$ cat config.mk
export PLATFORM = sky130hd
export DESIGN_NAME = sdram_port_arbiter
export DESIGN_NICKNAME = d
export VERILOG_FILES = /design/src/rtl/sdram_port_arbiter.sv
export SDC_FILE = /design/constraint.sdc
export NUM_CORES = 1
export LEC_CHECK = 0
export CORE_AREA = 2 2 111 113
export CTS_BUF_LIST = sky130_fd_sc_hd__clkbuf_4 sky130_fd_sc_hd__clkbuf_8
export CTS_CLUSTER_SIZE = 30
export DETAILED_ROUTE_END_ITERATION = 10
export DIE_AREA = 0 0 113 115
export DONT_BUFFER_PORTS = 1
export GPL_TIMING_DRIVEN = 0
export MAX_ROUTING_LAYER = met4
export PLACE_DENSITY = 0.4
export RECOVER_POWER = 100
export SLEW_MARGIN = 20
export SYNTH_ARGS = -nofsm -noshare
export SYNTH_HDL_FRONTEND = slang
export SYNTH_SLANG_ARGS = --single-unit
$ cat constraint.sdc
create_clock -name clk_clk -period 2.8 [get_ports clk_clk]
set_input_delay 0.28 -clock clk_clk [delete_from_list [all_inputs] [get_ports clk_clk]]
set_output_delay 0.28 -clock clk_clk [all_outputs]
set_load 0.01 [all_outputs]
$ cat src/rtl/sdram_port_arbiter.sv
// Two-master round-robin arbiter in front of the SDRAM controller Avalon-MM slave.
// Read responses return to the issuing master through an in-order tag FIFO.
//
// state | meaning
// IDLE  | no grant; controller sees no command, both masters stalled
// GNT0  | master 0 (pixel-read DMA) owns the controller port
// GNT1  | master 1 (result-write DMA) owns the controller port
module sdram_port_arbiter #(
  parameter int ADDR_W    = 22,
  parameter int DATA_W    = 32,
  parameter int BURST_MAX = 8,
  parameter int MAX_PEND  = 8
) (
  input  logic                         clk_clk,
  input  logic                         reset_reset,
  input  logic [ADDR_W-1:0]            m0_address,
  input  logic                         m0_read,
  input  logic                         m0_write,
  input  logic [DATA_W-1:0]            m0_writedata,
  input  logic [DATA_W/8-1:0]          m0_byteenable,
  output logic                         m0_waitrequest,
  output logic [DATA_W-1:0]            m0_readdata,
  output logic                         m0_readdatavalid,
  input  logic [ADDR_W-1:0]            m1_address,
  input  logic                         m1_read,
  input  logic                         m1_write,
  input  logic [DATA_W-1:0]            m1_writedata,
  input  logic [DATA_W/8-1:0]          m1_byteenable,
  output logic                         m1_waitrequest,
  output logic [DATA_W-1:0]            m1_readdata,
  output logic                         m1_readdatavalid,
  output logic [ADDR_W-1:0]            s_address,
  output logic                         s_read,
  output logic                         s_write,
  output logic [DATA_W-1:0]            s_writedata,
  output logic [DATA_W/8-1:0]          s_byteenable,
  input  logic                         s_waitrequest,
  input  logic [DATA_W-1:0]            s_readdata,
  input  logic                         s_readdatavalid,
  output logic                         err_orphan,
  output logic [$clog2(MAX_PEND):0]    pend_count
);

  localparam int PW = (MAX_PEND > 1) ? $clog2(MAX_PEND) : 1;
  localparam int CW = $clog2(MAX_PEND) + 1;
  localparam int BW = $clog2(BURST_MAX + 1);

  typedef enum logic [1:0] {IDLE, GNT0, GNT1} state_t;

  state_t        state, state_nx;
  logic          last_gnt, last_gnt_nx;
  logic [BW-1:0] beat_cnt, beat_cnt_nx;

  logic          tag_mem [MAX_PEND];
  logic [PW-1:0] wr_ptr, rd_ptr;
  logic [CW-1:0] count;

  logic req0, req1;
  logic sel_read, sel_write;
  logic read_block, accept, push, pop, orphan;
  logic fifo_full, fifo_empty, head_tag;

  function automatic state_t arbitrate(input logic r0, input logic r1, input logic last);
    if (r0 && r1) return last ? GNT0 : GNT1;
    if (r0)       return GNT0;
    if (r1)       return GNT1;
    return IDLE;
  endfunction

  assign req0       = m0_read | m0_write;
  assign req1       = m1_read | m1_write;
  assign fifo_full  = (count == CW'(MAX_PEND));
  assign fifo_empty = (count == '0);
  assign head_tag   = tag_mem[rd_ptr];
  assign pop        = s_readdatavalid & ~fifo_empty;
  assign orphan     = s_readdatavalid & fifo_empty;

  always_comb begin
    s_address    = '0;
    s_writedata  = '0;
    s_byteenable = '0;
    sel_read     = 1'b0;
    sel_write    = 1'b0;
    unique case (state)
      GNT0: begin
        s_address    = m0_address;
        s_writedata  = m0_writedata;
        s_byteenable = m0_byteenable;
        sel_read     = m0_read;
        sel_write    = m0_write & ~m0_read;
      end
      GNT1: begin
        s_address    = m1_address;
        s_writedata  = m1_writedata;
        s_byteenable = m1_byteenable;
        sel_read     = m1_read;
        sel_write    = m1_write & ~m1_read;
      end
      default: ;
    endcase
  end

  // A response popping in the same cycle frees a slot, so a full FIFO still takes the read.
  assign read_block = sel_read & fifo_full & ~pop;
  assign s_read     = sel_read & ~read_block & ~reset_reset;
  assign s_write    = sel_write & ~reset_reset;
  assign accept     = (s_read | s_write) & ~s_waitrequest;
  assign push       = s_read & ~s_waitrequest;

  assign m0_waitrequest = (state != GNT0) | s_waitrequest | read_block | reset_reset;
  assign m1_waitrequest = (state != GNT1) | s_waitrequest | read_block | reset_reset;

  assign m0_readdata      = s_readdata;
  assign m1_readdata      = s_readdata;
  assign m0_readdatavalid = pop & ~head_tag & ~reset_reset;
  assign m1_readdatavalid = pop &  head_tag & ~reset_reset;
  assign pend_count       = count;

  always_comb begin
    state_nx    = state;
    last_gnt_nx = last_gnt;
    beat_cnt_nx = beat_cnt;
    unique case (state)
      IDLE: state_nx = arbitrate(req0, req1, last_gnt);
      GNT0: begin
        if (!req0 || (accept && beat_cnt == BW'(BURST_MAX - 1))) begin
          last_gnt_nx = 1'b0;
          beat_cnt_nx = '0;
          state_nx    = arbitrate(req0, req1, 1'b0);
        end else if (accept) begin
          beat_cnt_nx = beat_cnt + BW'(1);
        end
      end
      GNT1: begin
        if (!req1 || (accept && beat_cnt == BW'(BURST_MAX - 1))) begin
          last_gnt_nx = 1'b1;
          beat_cnt_nx = '0;
          state_nx    = arbitrate(req0, req1, 1'b1);
        end else if (accept) begin
          beat_cnt_nx = beat_cnt + BW'(1);
        end
      end
      default: state_nx = IDLE;
    endcase
  end

  always_ff @(posedge clk_clk) begin
    if (reset_reset) begin
      state      <= IDLE;
      last_gnt   <= 1'b1;
      beat_cnt   <= '0;
      wr_ptr     <= '0;
      rd_ptr     <= '0;
      count      <= '0;
      err_orphan <= 1'b0;
    end else begin
      state    <= state_nx;
      last_gnt <= last_gnt_nx;
      beat_cnt <= beat_cnt_nx;
      if (push) wr_ptr <= (wr_ptr == PW'(MAX_PEND - 1)) ? '0 : wr_ptr + PW'(1);
      if (pop)  rd_ptr <= (rd_ptr == PW'(MAX_PEND - 1)) ? '0 : rd_ptr + PW'(1);
      unique case ({push, pop})
        2'b10:   count <= count + CW'(1);
        2'b01:   count <= count - CW'(1);
        default: count <= count;
      endcase
      if (orphan) err_orphan <= 1'b1;
    end
  end

  always_ff @(posedge clk_clk) begin
    if (push) tag_mem[wr_ptr] <= (state == GNT1);
  end

endmodule

==> flow_metrics.tcl <==
set metrics [dict create \
    ant_nets 0 \
    clkLatencyLatePin_ns 0.28 \
    port_buffers 0 \
    cell_internal_pwr_mw 1.09 \
    synthTopCellsByCount "nor2_1 (74), buf_4 (64), a22oi_1 (59)" \
    met1Wirelength_mm 4.94 \
    cts_tree "built" \
    p_total_mw 2.30 \
    slew_headroom_pct 42.0 \
    wl_mm 11.3 \
    met2_length_mm 5.26 \
    place_ws_ns -0.324 \
    die_h_um 115 \
    cpMaxStageDelayCell "or3b_4" \
    p_per_area_mw_per_mm2 780 \
    grt_max_degree 15 \
    drt_iter0_markers 111 \
    ys_ff_latch 29 \
    path_buf_inv 2 \
    gp_routability_congestion 0.819 \
    violations "design-rule violations" \
    p_comb_share_pct 62.3 \
    layout.cells.non_filler 532 \
    synth_area_mm2 0.00280 \
    critPathCaptureType "register" \
    root_buffer "clkbuf_8" \
    seqCellArea_um2 668 \
    die_w_um 113 \
    p_sw_mw 1.21 \
    yosysUniqueCellTypes 47 \
    timing.fmax_mhz 374 \
    cp-start-kind "register" \
    grt_pass1_vias 2287 \
    avgSynthCellArea_um2 7.61 \
    path_max_fanout 6 \
    drc_errors 8 \
    crit_type "reg2reg" \
    finalHoldViolCount 0 \
    reg2regPathDepth 12 \
    ios 289 \
    setup_ws_ns 0.129 \
    nets 550 \
    synth_edf_count 8 \
    setup_viol 0 \
    first_pass_iters 7 \
    cts.sinks 29 \
    worstPathRequired_ns 3.01 \
    dp.cells 515 \
    cp_num_cells 12 \
    antenna_found_initial 2 \
    synth_warnings 0 \
    clockPowerShare_pct 15.8 \
    cts_buffers 5 \
    fillers 1373 \
    layout-drive-gt1-share_pct 8.36 \
    synth-main-ff-cell "dfxtp_1" \
    crit_family "simple AND/OR/NAND/NOR gates" \
    routedWlPerCell_um 21.2 \
    syn_to_final_growth_pct 5.45 \
    fin_area_mm2 0.00295 \
    synth_top_area_share_pct 17.2 \
    core_mm2 0.0118 \
    synth.largest_area_cell "buf_4" \
    final_max_slew_viol_count 0 \
    place_area_mm2 0.00298 \
    postSynth.asyncResetShare_pct 0 \
    holdCritPathClass "in2reg" \
    synth_area_leaders "buf_4 (17%), a22oi_1 (16%), dfxtp_1 (15%)" \
    status "finished, violations left" \
    clk_pin_slew_worst_paths_ns 0.07 \
    num_vias 2699 \
    cp_cell_sequence "inv_1 > ha_4 > or3b_4 > a211oi_4 > inv_4 > ha_4 > xor2_2 > ha_2 > a21oi_2 > xor2_1 > or3_1 > a21oi_2" \
    met3_length_um 903 \
    leakage_nw 0.896 \
    multi_input_area_mm2 0.00161 \
    vias_per_cell 5.07 \
    irDropWorstVdd_mv 0.317 \
    seq_area_frac_synth_pct 23.6 \
    cpPeakStageDelay_ns 0.40 \
    dr.max_layer_used "met4" \
    pwr-share-seq_pct 21.9 \
    skew_ns 0.00483 \
    start_util_pct 23.7 \
    grt_pass1_wl_mm 14.7 \
    cap_violations 0 \
    grt_overflow 0 \
    synth_cells 368 \
    post-route-period-util_pct 95.4 \
    rsz0062_at_grt "false" \
    synthesis.nets 536 \
    worst_pin_slew_ns 0.862 \
    die_area_mm2 0.0130 \
    h-tree-depth 2 \
    row_count 40 \
    min_path_cells 2 \
    sw_frac_of_total_pct 52.6 \
    grt_use_total_pct 15.8 \
    yosysMostFrequentCell "nor2_1" \
    arrival_ns 2.89 \
    clock_path_buffers 2 \
    hpwl_mm 9.51 \
    period_minus_slack_ns 2.67 \
]
## cells in the final DEF, fill, tap and decap left out, types with 3 or more instances in the layout
master	count
clkbuf_1	86
nor2_1	75
a22oi_1	60
dfxtp_1	19
a21oi_1	16
nand2_1	13
o21ai_0	8
ha_1	8
edfxtp_1	8
nor3_1	7
clkbuf_8	6
nor3b_1	5
nand3b_1	4
or3_1	4
xor2_1	4
buf_1	3
nand3_1	3
ha_4	3
## routing by layer
metal	vias to the layer above	global-route usage, %
met1	1261	21.6
met4	0	3.82
met2	152	23.6
li1	1276	-
met5	-	-
met3	10	3.74
## final cells by class
cell class              count  share of cell area (%)
flip-flops and latches     29                    22.6
well taps                 147                    6.23
inverters                   5                   0.720
plain buffers              88                    11.3
clock buffers               6                    2.80
multi-input cells         246                    54.5
repair buffers              7                    1.40
clock inverters             2                   0.297
diodes                      2                   0.169
## cells by family after synthesis
| kind of cell | after synthesis | share of synthesized area, % |
|---|---|---|
| xor gates and xnor gates | 6 | 1.88 |
| and+or+nand+nor | 126 | 21.0 |
| muxes | 4 | 2.32 |
| DFF | 29 | 23.6 |
| AOI/OAI and AO/OA | 98 | 24.8 |
| adders and majority gates | 12 | 5.36 |
| buffers and inverters | 93 | 21.0 |
## path summary, 6_finish.rpt
check,from,endpoint,slack (ns)
max,state[1]$_SDFFE_PP0P_,pend_count[2]$_SDFFE_PP0P_,0.13
min,s_readdatavalid,err_orphan$_SDFFE_PP0P_,0.14
max reg2reg,state[1]$_SDFFE_PP0P_,pend_count[2]$_SDFFE_PP0P_,0.13
min reg2reg,beat_cnt[3]$_SDFFE_PP0P_,beat_cnt[3]$_SDFFE_PP0P_,0.50
## metrics by stage
step                      TNS, ns  hold slack (ns)  util [%]
final                           0            0.142      25.0
after global routing            0            0.157      25.0
after CTS                       0            0.136      26.5
after detailed placement   -0.364            0.442      25.3
after global placement     -0.319            0.426      25.3
after floorplan                 0            0.421         -
## repair_timing
action / in CTS / in global routing
setup endpoints to repair: 54 / 7
buffers inserted: 1 / 6
resized for setup: 13 / 13
hold buffers: 0 / 0
pin swaps: 1 / 2
hold endpoints to repair: 0 / 0
## power groups by stage
stage	clock network [mW]	logic [mW]	registers, mW
6_report	0.365	1.43	0.505
5_1_grt	0.387	1.59	0.509
4_1_cts	0.372	1.50	0.497
3_5_place_dp	0	1.44	0.503
3_3_place_gp	0	1.43	0.502
2_1_floorplan	0	1.07	0.496
Power figures use the tool's default switching activity.
